## config.mk

```make
export PLATFORM = sky130hd
export DESIGN_NAME = mem_bus_arbiter
export DESIGN_NICKNAME = d
export VERILOG_FILES = /design/src/rtl/mem_bus_arbiter.sv
export SDC_FILE = /design/constraint.sdc
export NUM_CORES = 1
export LEC_CHECK = 0
export BUFFER_PORTS_ARGS = -buffer_cell sky130_fd_sc_hd__buf_2
export CAP_MARGIN = 20
export CORE_ASPECT_RATIO = 0.75
export CORE_MARGIN = 4
export CORE_UTILIZATION = 45
export CTS_BUF_LIST = sky130_fd_sc_hd__clkbuf_16
export DETAILED_ROUTE_END_ITERATION = 6
export PLACE_DENSITY_LB_ADDON = 0.08
export SLEW_MARGIN = 20
export SYNTH_ARGS = -nofsm -noshare
export SYNTH_HDL_FRONTEND = slang
export SYNTH_SLANG_ARGS = --single-unit
```

## constraint.sdc

```tcl
create_clock -name clk -period 1.89 [get_ports clk]
set_input_delay 0.189 -clock clk [delete_from_list [all_inputs] [get_ports clk]]
set_output_delay 0.189 -clock clk [all_outputs]
set_load 0.005 [all_outputs]
```

## src/rtl/mem_bus_arbiter.sv

```systemverilog
// Arbitrates one external req/ack memory bus between the IF fetch port and the MEM load/store
// port. Completed read data is held until the owning pipeline stage advances.
module mem_bus_arbiter #(
  parameter int unsigned DATA_W   = 32,
  parameter bit          MEM_PRIO = 1'b1
) (
  input  logic              clk,
  input  logic              rst,
  input  logic              flush_i,
  input  logic              if_stall_i,
  input  logic              mem_stall_i,
  input  logic              if_ce_i,
  input  logic [DATA_W-1:0] if_addr_i,
  output logic [DATA_W-1:0] if_data_o,
  output logic              stallreq_if_o,
  input  logic              mem_ce_i,
  input  logic              mem_we_i,
  input  logic [3:0]        mem_sel_i,
  input  logic [DATA_W-1:0] mem_addr_i,
  input  logic [DATA_W-1:0] mem_data_i,
  output logic [DATA_W-1:0] mem_data_o,
  output logic              stallreq_mem_o,
  output logic              bus_req_o,
  output logic              bus_we_o,
  output logic [3:0]        bus_sel_o,
  output logic [DATA_W-1:0] bus_addr_o,
  output logic [DATA_W-1:0] bus_data_o,
  input  logic [DATA_W-1:0] bus_data_i,
  input  logic              bus_ack_i
);

  typedef enum logic [1:0] {StIdle, StBusyIf, StBusyMem, StDrain} state_e;

  state_e state_q;
  logic   if_done_q;
  logic   mem_done_q;
  logic   last_mem_q;
  logic   if_pend;
  logic   mem_pend;
  logic   grant_mem;

  // Requests are masked while reset is asserted so stall requests stay low.
  assign if_pend  = rst & if_ce_i & ~if_done_q;
  assign mem_pend = rst & mem_ce_i & ~mem_done_q;

  assign stallreq_if_o  = if_pend;
  assign stallreq_mem_o = mem_pend;

  // Only meaningful when at least one requester is pending.
  assign grant_mem = MEM_PRIO ? mem_pend : (mem_pend & (~if_pend | ~last_mem_q));

  always_ff @(posedge clk or negedge rst) begin
    if (!rst) begin
      state_q    <= StIdle;
      if_done_q  <= 1'b0;
      mem_done_q <= 1'b0;
      last_mem_q <= 1'b0;
      if_data_o  <= '0;
      mem_data_o <= '0;
      bus_req_o  <= 1'b0;
      bus_we_o   <= 1'b0;
      bus_sel_o  <= 4'b0000;
      bus_addr_o <= '0;
      bus_data_o <= '0;
    end else begin
      // A done flag lives until its stage is released, blocking a re-issue of the same access.
      if (if_done_q && !if_stall_i) if_done_q <= 1'b0;
      if (mem_done_q && !mem_stall_i) mem_done_q <= 1'b0;
      if (flush_i) begin
        if_done_q  <= 1'b0;
        mem_done_q <= 1'b0;
      end

      unique case (state_q)
        StIdle: begin
          if (!flush_i && (if_pend || mem_pend)) begin
            bus_req_o  <= 1'b1;
            last_mem_q <= grant_mem;
            if (grant_mem) begin
              state_q    <= StBusyMem;
              bus_we_o   <= mem_we_i;
              bus_sel_o  <= mem_sel_i;
              bus_addr_o <= mem_addr_i;
              bus_data_o <= mem_data_i;
            end else begin
              state_q    <= StBusyIf;
              bus_we_o   <= 1'b0;
              bus_sel_o  <= 4'b1111;
              bus_addr_o <= if_addr_i;
              bus_data_o <= '0;
            end
          end
        end
        StBusyIf, StBusyMem: begin
          if (bus_ack_i) begin
            bus_req_o <= 1'b0;
            bus_we_o  <= 1'b0;
            state_q   <= StIdle;
            // A flush coinciding with the ack retires the cycle but discards its result.
            if (!flush_i) begin
              if (state_q == StBusyIf) begin
                if_data_o <= bus_data_i;
                if_done_q <= 1'b1;
              end else begin
                if (!bus_we_o) mem_data_o <= bus_data_i;
                mem_done_q <= 1'b1;
              end
            end
          end else if (flush_i) begin
            state_q <= StDrain;
          end
        end
        StDrain: begin
          if (bus_ack_i) begin
            bus_req_o <= 1'b0;
            bus_we_o  <= 1'b0;
            state_q   <= StIdle;
          end
        end
        default: state_q <= StIdle;
      endcase
    end
  end

endmodule

```

# [After elaboration in Yosys (flattened, before gate mapping)]
# Cells that the tools add are included.
# Widths: inputs -> output; s select.
[word_totals] reg_bits=138 output_inout_bits=136
[classes] n_eq_ne=7 mux=27 bitwise_logic=9 n_reduce_logical=15
[op_table] op="$mux 32" count=2
[op_table] op="$mux 1" count=16
[op_table] op="$mux 2" count=5
[op_table] op="$pmux 2 s3" count=1
[op_table] op="$not 1->1" count=5
[op_table] op="$reduce_and 5->1" count=1
[op_table] op="$and 1x1->1" count=4
[op_table] op="$eq 2x2->1 const B" count=2
[op_table] op="$mux 4" count=1
[op_table] op="$ne 2x2->1 const B" count=2
[op_table] op="$pmux 1 s2" count=2
[op_table] op="$reduce_and 2->1" count=2
[op_table] op="$reduce_and 4->1" count=1
[op_table] op="$logic_and 1x1->1" count=3
[op_table] op="$logic_not 1->1" count=3
[op_table] op="$ne 3x3->1 const B" count=1
[op_table] op="$reduce_and 3->1" count=1
[op_table] op="$reduce_or 3->1" count=1
[op_table] op="$eq 2x1->1 const B" count=1
[op_table] op="$logic_not 2->1" count=1
[op_table] op="$ne 2x1->1 const B" count=1
[op_table] op="$reduce_or 2->1" count=1
[op_table] op="$logic_or 1x1->1" count=1

# [Depth between registers and ports, before layout]
[depth] word_depth=8 depth_mapped=7 mapped_depth_nobuf=6

# [Worst setup path after synthesis]
# No wires, ideal clock.
[synth_path] path_type="register to register" start="register state_q[0]" end="register mem_data_o[3]" setup_ps=125 arrival_time_ps=1459 setup_slack_ps=306 stages_incl_launch_ff=8 synth_period_minus_slack_ps=1584 path_cell_list="dfrtp_1 -> inv_1 -> ha_1 -> nand2_1 -> nor2_2 -> nand2_2 -> buf_6 -> mux2_4"
[synth_between] elab_chain_len=3 word_cells_on_any_way=5
[synth_lines] item="start: declaration" line_no="34" rtl="state_e state_q;"
[synth_lines] item="start signal: assignment" line_no="54" rtl="state_q <= StIdle;"
[synth_lines] item="start signal: assignment" line_no="80" rtl="state_q <= StBusyMem;"
[synth_lines] item="start signal: assignment" line_no="86" rtl="state_q <= StBusyIf;"
[synth_lines] item="$eq 2x1->1 or $eq 2x2->1 (tied branches)" line_no="74, 101"
[synth_lines] item="$reduce_or 2->1 or $not 1->1 (tied branches)"
[synth_lines] item="$reduce_and 5->1 (no source line) *"
[synth_lines] item="end signal: assignment" line_no="105" rtl="if (!bus_we_o) mem_data_o <= bus_data_i;"
[synth_lines] item="end: declaration" line_no="21" rtl="output logic [DATA_W-1:0] mem_data_o,"
# Mark *: on every way between the ends. The rest lies on a longest branch, timed or not.
# A chain may end at the register's enable or synchronous reset.

# [Worst setup path in the final report]
[layout_path] start="register state_q[0]" end="register mem_data_o[17]"
# Same word-level chain as after synthesis.

==> impl_metrics.csv <==
group,metric,value,unit
global_route,grtUsageTotal,19.9,%
timing,skew,0.00584,ns
floorplan,start_util,46.3,%
timing,worst_pin_slew,0.818,ns
synthesis,postSynthCellCount,471,
synthesis,synth.most_common_cell,"dfrtp_1",
detailed_routing,drtAntennaViolNets,0,
global_route,grt-ovfl-total,0,
global_route,grt_max_degree,73,
cells_and_area,multi_input_area,2040,sq um
critical_path,cp_data_required_time,2.17,ns
synthesis,synth_edf_count,0,
floorplan,rows,35,
synthesis,synthArstFlopShare,100,%
critical_path,crit_fanout,18,
critical_path,critPathCaptureType,"flip-flop",
power,vdd.ir_drop.worst,0.00103,V
clock_tree,clk_pin_slew,0.06,ns
timing,setup_violations,0,
detailed_routing,drt_pass1_iterations,6,
run,drv_cap,0,
worst_hold_path,worst_hold_path_type,"primary input to async pin",
floorplan,core_area,12300,sq um
clock_tree,clk-insertion-delay-late,0.40,ns
timing,final.setup.tns,0,ns
floorplan,die_area,14600,sq um
clock_tree,cts_sinks,138,
cells_and_area,register_area,3450,sq um
timing,rsz0062_at_grt,"no",
global_route,grt_antenna_before_repair,1,
synthesis,seq_area_frac_synth,60.4,%
power,powerDensity,1560,nW/um^2
synthesis,synth_top_flop_cell,"dfrtp_1",
detailed_routing,drc,0,
global_route,grt_pass1_vias,4526,
floorplan,dieWidth,138,um
timing,fin_crit,1.79,ns
detailed_routing,wl,14500,um
clock_tree,cts-root-buf,"clkbuf_16",
critical_path,r2r_slack,0.1,ns
synthesis,synth.ff_latch_count,138,
synthesis,synthTopCellsByCount,"dfrtp_1, nand2_1, mux2_2",
cells_and_area,final_util,64.2,%
clock_tree,tritoncts,"yes",
synthesis,synth_area_per_cell,12.1,sq um
cells_and_area,area_growth,38.5,%
timing,max_freq,557,MHz
critical_path,worst_setup_path_start_kind,"flip-flop",
clock_tree,holdBufCountCts,4,
floorplan,io_pins,277,
synthesis,ys_types,32,
run_status,outcome,"finished, violations left",
cells_and_area,n_fill_cell,1029,
clock_tree,clock_path_buffers,2,
placement,gp_congestion,0.844,
power,power.leakage,4.26,nW
timing,fin_crit_sh,94.9,%
cells_and_area,nets,898,
synthesis,syn_area,5720,sq um
synthesis,synth_top_area_share,60.4,%
timing,hold_ws,-0.422,ns
synthesis,ys.warnings.count,0,
global_route,grt_pass1_wl,23400,um
run_status,violations,"hold timing",
clock_tree,cts.htree.levels,4,
synthesis,syn-num-nets,616,
detailed_routing,dr.first_iter.drc_count,128,
cells_and_area,drive_gt1_share,50.3,%
placement,portBuffers,276,
critical_path,crit_arrival,2.07,ns
detailed_routing,wl_per_cell,15.5,um
clock_tree,cts_buffers,17,
timing,maxSlewHeadroom,45.5,%
floorplan,die_y,106,um
placement,dp_hpwl,10900,um
synthesis,synth_area_leader_cell,"dfrtp_1",
timing,slew_violations,0,
detailed_routing,vias_per_cell,4.72,
synthesis,synthTopCellsByArea,"dfrtp_1, mux2_2, nand2_1",
critical_path,crit_type,"flip-flop to flip-flop",
detailed_routing,vias,4403,
timing,timing_hold_violations_final,47,
clock_tree,post_cts_buffers,0,
[flip-flops by register name, summed over array words and instances, names as in the netlist]
signal      flops
bus_addr_o     32
bus_data_o     32
bus_req_o       1
bus_sel_o       4
bus_we_o        1
if_data_o      32
if_done_q       1
mem_data_o     32
mem_done_q      1
state_q         2
[routing by layer]
metal / track usage [%] / vias to the layer above / share of wire, % / routed length, um
met4: 5.85 / 0 / 1.1 / 163
met1: 23.9 / 2060 / 39 / 5710
met5: 0 / - / 0 / 0
met2: 33.4 / 157 / 51 / 7300
li1: - / 2175 / - / -
met3: 7.94 / 11 / 8.9 / 1280
[critical path, cell delays in order (launching register included)]
cell and delay (ns):
dfrtp_1 0.38, inv_1 0.09, ha_1 0.36, nand2_1 0.10
nor2_2 0.04, nand2_2 0.16, buf_12 0.19, mux2_2 0.35
[metrics by stage]
step	setup WS (ns)	hold WS, ns	power, mW	area, sq um	std cells
5_1_grt	0.0251	-0.449	13.2	7920	933
3_5_place_dp	0.105	-0.0178	9.07	7250	896
6_report	0.0957	-0.422	12.3	7920	933
2_1_floorplan	0.306	-0.107	6.96	5720	471
3_3_place_gp	0.183	-0.0189	8.88	7250	896
4_1_cts	0.0485	-0.448	12.5	7910	932
[path summary, 6_finish.rpt]
kind | startpoint | to | depth (start not counted)
max reg2reg | state_q[0]$_DFFE_PN0P_ | mem_data_o[17]$_DFFE_PN0P_ | 7
min in group clk | mem_data_i[16] | bus_data_o[16]$_DFFE_PN0P_ | 3
min reg2reg | bus_addr_o[31]$_DFFE_PN0P_ | bus_addr_o[31]$_DFFE_PN0P_ | 2
max in group asynchronous | rst | bus_data_o[11]$_DFFE_PN0P_ | 4
min | rst | bus_req_o$_DFFE_PN0P_ | 1
max | state_q[0]$_DFFE_PN0P_ | mem_data_o[17]$_DFFE_PN0P_ | 7
[cell families after synthesis]
| logic type | count (synthesis) | synth area share, % |
|---|---|---|
| and+or+nand+nor | 119 | 8.53 |
| AOI/OAI and AO/OA | 79 | 7.52 |
| buffers and inverters | 32 | 3.89 |
| adders and majority gates | 4 | 0.875 |
| DFF | 138 | 60.4 |
| muxes | 99 | 18.8 |
[cells in the final DEF (no fill, tap or decap), types with 3 or more instances in the layout]
cell type        n
a21oi_1          3
buf_12           7
buf_2          275
buf_4            4
bufinv_16        4
clkbuf_16       17
clkinv_1         4
dfrtp_1        138
dlygate4sd3_1    3
ha_1             4
inv_1            6
mux2_2          64
mux2i_1         34
nand2_1        102
nor2_1           8
o21ai_0         53
o21ai_1         16
[cell type report]
cell class                 count  share of cell area (%)
antenna                        1                  0.0316
clock buffer                  17                    5.37
clock inverter                15                    2.31
inverter                       5                   0.237
multi-input combinational    301                    25.8
sequential                   138                    43.6
tap                          166                    2.62
timing repair buffer         290                    20.0
[where the power goes]
group | switching (mW) | total [mW] | internal [mW]
clock | 1.20 | 3.39 | 2.19
combinational | 1.84 | 3.95 | 2.11
sequential | 0.677 | 5.00 | 4.33
total | 3.71 | 12.3 | 8.63
[what timing repair did]
action,CTS,global route
setup endpoints to repair,1,1
gates cloned,0,0
gates resized for setup,1,2
endpoints found under the hold margin,74,47
(Power assumes the default switching activity.)
